File: config.mk
export PLATFORM = sky130hd
export DESIGN_NAME = mem_port_arbiter_flat
export DESIGN_NICKNAME = d
export VERILOG_FILES = /design/src/rtl/mem_port_arbiter_pkg.sv /design/src/rtl/mem_port_arbiter_if.sv /design/src/rtl/mem_port_arbiter_pick.sv /design/src/rtl/mem_port_arbiter.sv /design/src/flat_wrapper.sv
export SDC_FILE = /design/constraint.sdc
export NUM_CORES = 1
export LEC_CHECK = 0
export ABC_CLOCK_PERIOD_IN_PS = 3500
export CAP_MARGIN = 15
export CORE_AREA = 2 2 107 109
export DETAILED_ROUTE_END_ITERATION = 10
export DIE_AREA = 0 0 109 111
export PLACE_DENSITY_LB_ADDON = 0.3
export SLEW_MARGIN = 20
export SYNTH_ARGS = -nofsm -noshare
export SYNTH_HDL_FRONTEND = slang
export SYNTH_SLANG_ARGS = --single-unit
File: constraint.sdc
create_clock -name clk_i -period 3.5 [get_ports clk_i]
set_input_delay 0.875 -clock clk_i [delete_from_list [all_inputs] [get_ports clk_i]]
set_output_delay 0.875 -clock clk_i [all_outputs]
set_load 0.05 [all_outputs]
File: src/rtl/mem_port_arbiter_pkg.sv
// Shared types for the memory port arbiter: FSM states and transaction owner.
package mem_port_arbiter_pkg;

  localparam int unsigned BYTE_W = 8;

  typedef enum logic {
    ARB_IDLE,
    ARB_BUSY
  } arb_state_e;

  typedef enum logic [1:0] {
    OWN_NONE,
    OWN_IF,
    OWN_LS
  } mem_owner_e;

endpackage

File: src/rtl/mem_port_arbiter_if.sv
// Fetch, load/store and memory-port signals of the arbiter, grouped as one bundle.
interface mem_port_arbiter_if
  import mem_port_arbiter_pkg::*;
#(
  parameter int unsigned ADDR_W = 32,
  parameter int unsigned DATA_W = 32
);
  localparam int unsigned BE_W = DATA_W / BYTE_W;

  logic              if_req_i;
  logic [ADDR_W-1:0] if_addr_i;
  logic              if_gnt_o;
  logic              if_rvalid_o;
  logic [DATA_W-1:0] if_rdata_o;

  logic              ls_req_i;
  logic              ls_we_i;
  logic [ADDR_W-1:0] ls_addr_i;
  logic [DATA_W-1:0] ls_wdata_i;
  logic [BE_W-1:0]   ls_be_i;
  logic              ls_gnt_o;
  logic              ls_rvalid_o;
  logic [DATA_W-1:0] ls_rdata_o;

  logic              mem_en_o;
  logic              mem_we_o;
  logic [ADDR_W-1:0] mem_addr_o;
  logic [DATA_W-1:0] mem_wdata_o;
  logic [BE_W-1:0]   mem_be_o;
  logic [DATA_W-1:0] mem_rdata_i;

  modport slave (
    input  if_req_i, if_addr_i,
    input  ls_req_i, ls_we_i, ls_addr_i, ls_wdata_i, ls_be_i,
    input  mem_rdata_i,
    output if_gnt_o, if_rvalid_o, if_rdata_o,
    output ls_gnt_o, ls_rvalid_o, ls_rdata_o,
    output mem_en_o, mem_we_o, mem_addr_o, mem_wdata_o, mem_be_o
  );

  modport master (
    output if_req_i, if_addr_i,
    output ls_req_i, ls_we_i, ls_addr_i, ls_wdata_i, ls_be_i,
    output mem_rdata_i,
    input  if_gnt_o, if_rvalid_o, if_rdata_o,
    input  ls_gnt_o, ls_rvalid_o, ls_rdata_o,
    input  mem_en_o, mem_we_o, mem_addr_o, mem_wdata_o, mem_be_o
  );

endinterface

File: src/rtl/mem_port_arbiter_pick.sv
// Priority select between fetch and load/store, with a starvation counter that
// forces a fetch win after STARVE_MAX consecutive losses.
module mem_port_arbiter_pick #(
  parameter int unsigned STARVE_MAX = 4
) (
  input  logic clk_i,
  input  logic rst_i,
  input  logic i_if_req,
  input  logic i_ls_req,
  input  logic i_port_free,
  output logic o_pick_if,
  output logic o_pick_ls
);
  localparam int unsigned ST_W = $clog2(STARVE_MAX + 1);

  logic [ST_W-1:0] r_starve;
  logic [ST_W-1:0] w_starve_nxt;
  logic            w_starved;

  assign w_starved = (r_starve == ST_W'(STARVE_MAX));

  // Load/store wins by default; a starved, still-requesting fetch overrides it.
  assign o_pick_if = !rst_i && i_port_free && i_if_req && (w_starved || !i_ls_req);
  assign o_pick_ls = !rst_i && i_port_free && i_ls_req && !(w_starved && i_if_req);

  always_comb begin
    w_starve_nxt = r_starve;
    if (o_pick_if || !i_if_req) begin
      w_starve_nxt = '0;
    end else if (o_pick_ls && !w_starved) begin
      w_starve_nxt = r_starve + ST_W'(1);
    end
  end

  always_ff @(posedge clk_i or posedge rst_i) begin
    if (rst_i) begin
      r_starve <= '0;
    end else begin
      r_starve <= w_starve_nxt;
    end
  end

endmodule

File: src/rtl/mem_port_arbiter.sv
// Shares one memory port between fetch and load/store: one transaction at a time,
// responses routed back to the owner MEM_LAT cycles after the command.
module mem_port_arbiter
  import mem_port_arbiter_pkg::*;
#(
  parameter int unsigned ADDR_W     = 32,
  parameter int unsigned DATA_W     = 32,
  parameter int unsigned MEM_LAT    = 1,
  parameter int unsigned STARVE_MAX = 4
) (
  input  logic                clk_i,
  input  logic                rst_i,
  mem_port_arbiter_if.slave   bus
);
  localparam int unsigned BE_W  = DATA_W / BYTE_W;
  localparam int unsigned LAT_W = $clog2(MEM_LAT + 1);

  arb_state_e        r_state, w_state_nxt;
  mem_owner_e        r_owner, w_owner_nxt;
  logic              r_we, w_we_nxt;
  logic [LAT_W-1:0]  r_lat_cnt, w_lat_cnt_nxt;

  logic              w_rvalid_cyc;
  logic              w_port_free;
  logic              w_pick_if;
  logic              w_pick_ls;
  logic              w_grant;
  logic              w_if_rvalid;
  logic              w_ls_rvalid;
  logic [ADDR_W-1:0] w_cmd_addr;
  logic [DATA_W-1:0] w_cmd_wdata;
  logic [BE_W-1:0]   w_cmd_be;

  // The response cycle also frees the port, allowing an overlapping grant.
  assign w_rvalid_cyc = !rst_i && (r_state == ARB_BUSY) && (r_lat_cnt == LAT_W'(1));
  assign w_port_free  = (r_state == ARB_IDLE) || w_rvalid_cyc;
  assign w_grant      = w_pick_if || w_pick_ls;

  mem_port_arbiter_pick #(
    .STARVE_MAX (STARVE_MAX)
  ) u_pick (
    .clk_i       (clk_i),
    .rst_i       (rst_i),
    .i_if_req    (bus.if_req_i),
    .i_ls_req    (bus.ls_req_i),
    .i_port_free (w_port_free),
    .o_pick_if   (w_pick_if),
    .o_pick_ls   (w_pick_ls)
  );

  always_ff @(posedge clk_i or posedge rst_i) begin
    if (rst_i) begin
      r_state   <= ARB_IDLE;
      r_owner   <= OWN_NONE;
      r_we      <= 1'b0;
      r_lat_cnt <= '0;
    end else begin
      r_state   <= w_state_nxt;
      r_owner   <= w_owner_nxt;
      r_we      <= w_we_nxt;
      r_lat_cnt <= w_lat_cnt_nxt;
    end
  end

  always_comb begin
    w_state_nxt   = r_state;
    w_owner_nxt   = r_owner;
    w_we_nxt      = r_we;
    w_lat_cnt_nxt = (r_lat_cnt != '0) ? r_lat_cnt - LAT_W'(1) : r_lat_cnt;
    if (w_grant) begin
      w_state_nxt   = ARB_BUSY;
      w_owner_nxt   = w_pick_ls ? OWN_LS : OWN_IF;
      w_we_nxt      = w_pick_ls && bus.ls_we_i;
      w_lat_cnt_nxt = LAT_W'(MEM_LAT);
    end else if (w_rvalid_cyc) begin
      w_state_nxt = ARB_IDLE;
      w_owner_nxt = OWN_NONE;
      w_we_nxt    = 1'b0;
    end
  end

  // Command mux: the winner's fields drive the memory port, zeros otherwise.
  assign w_cmd_addr  = w_pick_ls ? bus.ls_addr_i : (w_pick_if ? bus.if_addr_i : '0);
  assign w_cmd_wdata = (w_pick_ls && bus.ls_we_i) ? bus.ls_wdata_i : '0;
  assign w_cmd_be    = w_pick_ls ? bus.ls_be_i : (w_pick_if ? '1 : '0);

  assign bus.if_gnt_o    = w_pick_if;
  assign bus.ls_gnt_o    = w_pick_ls;
  assign bus.mem_en_o    = w_grant;
  assign bus.mem_we_o    = w_pick_ls && bus.ls_we_i;
  assign bus.mem_addr_o  = w_cmd_addr;
  assign bus.mem_wdata_o = w_cmd_wdata;
  assign bus.mem_be_o    = w_cmd_be;

  // Response demux: store acks carry zero data.
  assign w_if_rvalid     = w_rvalid_cyc && (r_owner == OWN_IF);
  assign w_ls_rvalid     = w_rvalid_cyc && (r_owner == OWN_LS);
  assign bus.if_rvalid_o = w_if_rvalid;
  assign bus.ls_rvalid_o = w_ls_rvalid;
  assign bus.if_rdata_o  = w_if_rvalid ? bus.mem_rdata_i : '0;
  assign bus.ls_rdata_o  = (w_ls_rvalid && !r_we) ? bus.mem_rdata_i : '0;

endmodule

File: src/flat_wrapper.sv
// flat-port wrapper written by rule: the top's interface ports become plain ports
module mem_port_arbiter_flat import mem_port_arbiter_pkg::*;
#(
  parameter int unsigned ADDR_W     = 32,
  parameter int unsigned DATA_W     = 32,
  parameter int unsigned MEM_LAT    = 1,
  parameter int unsigned STARVE_MAX = 4
)
  (clk_i, rst_i, bus_if_req_i, bus_if_addr_i, bus_ls_req_i, bus_ls_we_i, bus_ls_addr_i, bus_ls_wdata_i, bus_ls_be_i, bus_mem_rdata_i, bus_if_gnt_o, bus_if_rvalid_o, bus_if_rdata_o, bus_ls_gnt_o, bus_ls_rvalid_o, bus_ls_rdata_o, bus_mem_en_o, bus_mem_we_o, bus_mem_addr_o, bus_mem_wdata_o, bus_mem_be_o);
  mem_port_arbiter_if #(.ADDR_W(ADDR_W), .DATA_W(DATA_W)) bus_i ();
  input  logic clk_i;
  input  logic rst_i;
  input wire logic [$bits(bus_i.if_req_i)-1:0] bus_if_req_i;
  input wire logic [$bits(bus_i.if_addr_i)-1:0] bus_if_addr_i;
  input wire logic [$bits(bus_i.ls_req_i)-1:0] bus_ls_req_i;
  input wire logic [$bits(bus_i.ls_we_i)-1:0] bus_ls_we_i;
  input wire logic [$bits(bus_i.ls_addr_i)-1:0] bus_ls_addr_i;
  input wire logic [$bits(bus_i.ls_wdata_i)-1:0] bus_ls_wdata_i;
  input wire logic [$bits(bus_i.ls_be_i)-1:0] bus_ls_be_i;
  input wire logic [$bits(bus_i.mem_rdata_i)-1:0] bus_mem_rdata_i;
  output wire logic [$bits(bus_i.if_gnt_o)-1:0] bus_if_gnt_o;
  output wire logic [$bits(bus_i.if_rvalid_o)-1:0] bus_if_rvalid_o;
  output wire logic [$bits(bus_i.if_rdata_o)-1:0] bus_if_rdata_o;
  output wire logic [$bits(bus_i.ls_gnt_o)-1:0] bus_ls_gnt_o;
  output wire logic [$bits(bus_i.ls_rvalid_o)-1:0] bus_ls_rvalid_o;
  output wire logic [$bits(bus_i.ls_rdata_o)-1:0] bus_ls_rdata_o;
  output wire logic [$bits(bus_i.mem_en_o)-1:0] bus_mem_en_o;
  output wire logic [$bits(bus_i.mem_we_o)-1:0] bus_mem_we_o;
  output wire logic [$bits(bus_i.mem_addr_o)-1:0] bus_mem_addr_o;
  output wire logic [$bits(bus_i.mem_wdata_o)-1:0] bus_mem_wdata_o;
  output wire logic [$bits(bus_i.mem_be_o)-1:0] bus_mem_be_o;
  assign bus_i.if_req_i = bus_if_req_i;
  assign bus_i.if_addr_i = bus_if_addr_i;
  assign bus_i.ls_req_i = bus_ls_req_i;
  assign bus_i.ls_we_i = bus_ls_we_i;
  assign bus_i.ls_addr_i = bus_ls_addr_i;
  assign bus_i.ls_wdata_i = bus_ls_wdata_i;
  assign bus_i.ls_be_i = bus_ls_be_i;
  assign bus_i.mem_rdata_i = bus_mem_rdata_i;
  assign bus_if_gnt_o = bus_i.if_gnt_o;
  assign bus_if_rvalid_o = bus_i.if_rvalid_o;
  assign bus_if_rdata_o = bus_i.if_rdata_o;
  assign bus_ls_gnt_o = bus_i.ls_gnt_o;
  assign bus_ls_rvalid_o = bus_i.ls_rvalid_o;
  assign bus_ls_rdata_o = bus_i.ls_rdata_o;
  assign bus_mem_en_o = bus_i.mem_en_o;
  assign bus_mem_we_o = bus_i.mem_we_o;
  assign bus_mem_addr_o = bus_i.mem_addr_o;
  assign bus_mem_wdata_o = bus_i.mem_wdata_o;
  assign bus_mem_be_o = bus_i.mem_be_o;
  mem_port_arbiter #(.ADDR_W(ADDR_W), .DATA_W(DATA_W), .MEM_LAT(MEM_LAT), .STARVE_MAX(STARVE_MAX)) u_core (.clk_i(clk_i), .rst_i(rst_i), .bus(bus_i));
endmodule
==> results of run 1 <==
## worst max path at each step
stage	from	end	slack, ps	cells after the start
2_1_floorplan	bus_if_req_i	bus_mem_wdata_o[24]	120	5
3_3_place_gp	rst_i	bus_if_rdata_o[15]	130	6
3_5_place_dp	rst_i	bus_if_rdata_o[15]	100	6
4_1_cts	rst_i	bus_if_rdata_o[15]	90	6
5_1_grt	rst_i	bus_if_rdata_o[15]	7	6
6_report	rst_i	bus_if_rdata_o[15]	120	6
## cells by family (layout without fill, tap and decap cells)
| kind of cell | after synthesis | after routing | synth area share |
|---|---|---|---|
| and+or+nand+nor | 184 | 184 | 0.563 |
| buffers and inverters | 74 | 330 | 0.164 |
| adders and majority gates | 2 | 2 | 0.0137 |
| DFF | 8 | 8 | 0.110 |
| AOI/OAI and AO/OA | 50 | 50 | 0.150 |
## critical path: cells and delay by family
family | cells | cell delay [ps]
buffers and inverters | 3 | 800
AND/OR/NAND/NOR | 3 | 820
## layout make-up
type                       count  area share
multi-input combinational    236       0.230
tap                          143      0.0308
inverter                      38      0.0246
sequential                     8      0.0345
timing repair buffer         289       0.667
clock buffer                   3      0.0129
## per-stage QoR
step                      instance area (um^2)  hold WS, ps   util
after global placement                    5730          540  0.517
final                                     5810          567  0.524
after CTS                                 5810          568  0.524
after detailed placement                  5730          566  0.517
after global routing                      5810          595  0.524
after floorplan                           1830          499      -
## registers in the layout (all words and copies together) (netlist names)
| signal | cells |
|---|---|
| u_core.r_we | 1 |
| u_core.u_pick.r_starve | 3 |
| u_core.r_lat_cnt | 1 |
| u_core.r_owner | 2 |
| u_core.r_state | 1 |
## timing repair
action                                  in CTS  in global routing
setup buffers                                0                  0
hold buffers                                 0                  0
resized for setup                            0                  1
endpoints found under the setup margin       0                  3
## synth_stat cells, types with 2 or more instances
library cell,n,area share
o21ai_1,3,0.0082
o21ai_0,3,0.0082
nand3_1,65,0.18
o31ai_1,4,0.016
ha_1,2,0.014
nand2_1,7,0.014
inv_1,36,0.074
nor2_1,5,0.010
nor3b_1,2,0.0082
buf_2,9,0.025
dfrtp_1,8,0.11
a21oi_1,36,0.099
nor3_1,33,0.090
and2_1,64,0.22
clkbuf_1,25,0.051
## layer usage
layer,vias to the layer above,track usage
met5,-,0
met4,0,0.0479
met3,22,0.0459
met2,176,0.318
met1,1443,0.162
li1,1568,-
## power breakdown
part / internal, mW / switching [mW] / total [mW] / leakage (nW)
Clock: 0.147 / 0.0473 / 0.195 / 0.0370
Combinational: 0.171 / 0.0785 / 0.250 / 2.30
Sequential: 0.108 / 0.0189 / 0.127 / 0.103
Total: 0.427 / 0.145 / 0.571 / 2.44
==> flow_metrics.tcl, run 1 <==
set metrics [dict create \
    outcome "finished, final reports clean" \
    dr_total_vias 3209 \
    synth_area_um2 1830 \
    layout_commonest_cell "clkdlybuf4s50_1" \
    cts_made_buffers 3 \
    total_power_uw 571 \
    worstPathRequired_ps 2620 \
    register_area_um2 200 \
    cp_cell_sequence "clkdlybuf4s50_1, nand3b_1, nor3b_2, buf_12, and2_1, buf_12" \
    start_kind "input pin" \
    start_util 0.165 \
    drv_cap 0 \
    syn_to_final_growth_pct 218 \
    maxSlewHeadroom 0.675 \
    antenna_found_initial 0 \
    slowest_delay_ps 440 \
    wl_met3_um 1040 \
    drc 0 \
    die-width_um 109 \
    wl_um 10400 \
    grt_pass1_vias 3104 \
    place_hpwl_um 8820 \
    tns_ps 0 \
    core_um2 11100 \
    reg2reg_setup_slack_ps 1700 \
    fillers 1005 \
    synthesis.instances 318 \
    hold_viol_final 0 \
    fin_cells 717 \
    p_per_area_nw_per_um2 98.4 \
    cts_buffer_depth 2 \
    root_buffer "clkbuf_16" \
    hp-start "u_core.u_pick.r_starve[1]" \
    clkLatencyLatePin_ps 230 \
    yosys_warnings 0 \
    wl_met1_um 3480 \
    finalSetupViolCount 0 \
    worst_pin_slew_ps 486 \
    end_kind "output pin" \
    synth.avg_cell_area_um2 5.75 \
    nets 715 \
    p_leak_nw 2.44 \
    top_layer_used "met4" \
    hp-class "flip-flop to flip-flop" \
    rsz0062_at_grt "no" \
    min_period_ps 3380 \
    grt-ovfl-total 0 \
    routedWlPerCell_um 14.6 \
    whs_endpoint "u_core.u_pick.r_starve[1]" \
    yosysSeqAreaShare 0.110 \
    crit_top_cell "buf_12" \
    grt_max_degree 37 \
    die-area_um2 12100 \
    die_h_um 111 \
    synth_edf_count 0 \
    cts_sinks 8 \
    period_share 0.966 \
    cpMaxStageDelayCell "clkdlybuf4s50_1" \
    wl_met2_um 5680 \
    num_io_pins 275 \
    rows 39 \
    timing.fmax_ghz 0.296 \
    drt_iter0_markers 289 \
    multiInputGateArea_um2 1340 \
    grt_usage 0.163 \
    r2r_start "u_core.u_pick.r_starve[0]" \
    diodes 0 \
    grt_pass1_wl_um 15900 \
    fin_ws_ps 118 \
    gp_congestion 0.815 \
    synthFlopType "dfrtp_1" \
    viasPerCell 4.48 \
    mostFrequentLayoutCells "135 x clkdlybuf4s50_1, 109 x buf_12, 65 x nand3_1" \
    rr_endpoint "u_core.u_pick.r_starve[1]" \
    crit_arrival_ps 2510 \
    ys_async_sr_fraction 1.00 \
    clkTransAtPathRegs_ps 40 \
    ys_types 31 \
    critPathMaxFanout 33 \
    synth_fp_nets 457 \
    ant_nets 0 \
    cts_tree "yes" \
    reg2reg_depth 6 \
    drive_above_1_share 0.277 \
    hold_depth 2 \
    htree_levels 1 \
    skew_ps 0.272 \
    place_ws_ps 95.3 \
    dp.cells 714 \
    io_buffers 274 \
    drv_slew 0 \
    path_class "input pin to output pin" \
    first_pass_iters 5 \
    synth-seq-cells 8 \
    irDropWorstVdd_v 0.000132 \
]
Note: power is estimated with default switching activity, not from simulation.
==> inputs of run 2 (changes only) <==
--- a/config.mk
+++ b/config.mk
@@ -10,6 +10,7 @@
 export CORE_AREA = 2 2 107 109
 export DETAILED_ROUTE_END_ITERATION = 10
 export DIE_AREA = 0 0 109 111
+export MAX_ROUTING_LAYER = met4
 export PLACE_DENSITY_LB_ADDON = 0.3
 export SLEW_MARGIN = 20
 export SYNTH_ARGS = -nofsm -noshare
==> run 2 against run 1 <==
  * Global-route usage rose by 0.42 points
  * Combinational power barely moved
  * Clock skew barely moved
  * Clock power barely moved
  * Flip-flop and latch count did not move
  * Register-to-register slack barely moved
  * Sequential share of layout area did not move
  * Count of clock-buffer cells in the layout did not move
  * Die area did not move
  * Non-clock buffer count did not move
  * Critical path type unchanged
==> flow_metrics.tcl, run 2 (synthesis gave the netlist of run 1 again) <==
set metrics [dict create \
    outcome "finished, final reports clean" \
    die-area_um2 12100 \
    cp_cell_sequence "clkdlybuf4s50_1, nand3b_1, nor3b_2, buf_12, and2_1, buf_12" \
    rsz0062_at_grt "no" \
    wl_um 10400 \
    largest_reg_flops 3 \
    grt_pass1_vias 3112 \
    drive_above_1_share 0.277 \
    cts_sinks 8 \
    crit_top_cell "buf_12" \
    period_share 0.966 \
    min_period_ps 3380 \
    diodes 0 \
    routedWlPerCell_um 14.6 \
    maxSlewHeadroom 0.674 \
    first_pass_iters 4 \
    cts_buffer_depth 2 \
    finalSetupViolCount 0 \
    path_class "input pin to output pin" \
    irDropWorstVdd_v 0.000132 \
    clkLatencyLatePin_ps 230 \
    drc 0 \
    grt_pass1_wl_um 15800 \
    start_kind "input pin" \
    gp_congestion 0.827 \
    mostFrequentLayoutCells "135 x clkdlybuf4s50_1, 109 x buf_12, 65 x nand3_1" \
    final_util 0.524 \
    final_area_um2 5810 \
    skew_ps 0.348 \
    num_io_pins 275 \
    root_buffer "clkbuf_16" \
    die_h_um 111 \
    reg_top3 "u_core.u_pick.r_starve (3), u_core.r_owner (2)" \
    antenna_found_initial 0 \
    drv_slew 0 \
    placed_cell_area_um2 5730 \
    holdBufCountCts 0 \
    viasPerCell 4.45 \
    p_leak_nw 2.44 \
    tns_ps 0 \
    p_per_area_nw_per_um2 98.4 \
    grt_max_degree 37 \
    grt_usage 0.167 \
    path_delay_family "simple AND/OR/NAND/NOR gates" \
    ant_nets 0 \
    cpMaxStageDelayCell "clkdlybuf4s50_1" \
    grt-ovfl-total 0 \
    syn_to_final_growth_pct 218 \
    timing.fmax_ghz 0.296 \
    end_kind "output pin" \
    die-width_um 109 \
    dr_total_vias 3194 \
    layout_commonest_cell "clkdlybuf4s50_1" \
    critPathMaxFanout 33 \
    cts_made_buffers 3 \
    nets 715 \
    start_util 0.165 \
    largest_register "u_core.u_pick.r_starve" \
    clkTransAtPathRegs_ps 40 \
    io_buffers 274 \
    rows 39 \
    place_hpwl_um 8820 \
    hold_viol_final 0 \
    cts_tree "yes" \
    drt_iter0_markers 251 \
    worstPathRequired_ps 2620 \
    core_um2 11100 \
    fillers 1005 \
    drv_cap 0 \
    worst_pin_slew_ps 488 \
    crit_arrival_ps 2510 \
    crit_buf_inv 3 \
    hp-class "flip-flop to flip-flop" \
    reg2reg_setup_slack_ps 1710 \
    total_power_uw 571 \
    slowest_delay_ps 440 \
    htree_levels 1 \
]
## run 2: cell counts in the layout (fill, tap and decap cells not counted)
Identical to the previous run, type by type.
## run 2: through the flow
step                      setup slack (ps)  cells  hold slack, ps
after floorplan                        122    318             499
after global placement                 134    714             540
after detailed placement              95.3    714             566
after CTS                             87.1    717             568
after global routing                  6.53    717             595
final                                  119    717             567
## run 2: per-layer routing
metal  GRT usage  vias up  wire, um
met5           -        -         0
met4      0.0479        0       245
met3      0.0417       20       966
met2       0.319      165      5720
met1       0.163     1443      3510
li1            -     1566         -
## run 2: area by class of cell
class	instances	area, um^2	share of cell area
flip-flops and latches	8	200	0.0345
inverters	38	143	0.0246
multi-input cells	236	1340	0.230
clock buffers	3	75.1	0.0129
well taps	143	179	0.0308
repair buffers	289	3880	0.667
## run 2: tightest hold or removal path, stage by stage (launching register included)
cell and delay, ps:
dfrtp_1 380, o21ai_0 80, a21boi_1 60
## run 2: power by group
part           internal [mW]  switching (mW)  leakage, nW  total, mW
Combinational          0.171          0.0784         2.30      0.250
Clock                  0.148          0.0474       0.0370      0.195
Sequential             0.108          0.0189        0.103      0.127
Total                  0.427           0.145         2.44      0.571
## run 2: timing repair
action,in CTS,in global routing
endpoints found under the setup margin,0,3
setup buffers,0,0
gates resized for setup,0,1
hold endpoints to repair,0,0
## run 2: final timing paths
kind | from | end | cells past startpoint
worst max-delay path | rst_i | bus_if_rdata_o[15] | 6
worst min-delay path | u_core.u_pick.r_starve[1] | u_core.u_pick.r_starve[1] | 2
worst max register to register | u_core.u_pick.r_starve[0] | u_core.u_pick.r_starve[1] | 6
worst min register to register | u_core.u_pick.r_starve[1] | u_core.u_pick.r_starve[1] | 2
max in group asynchronous | rst_i | u_core.u_pick.r_starve[2] | 3
min in group asynchronous | rst_i | u_core.r_lat_cnt | 3
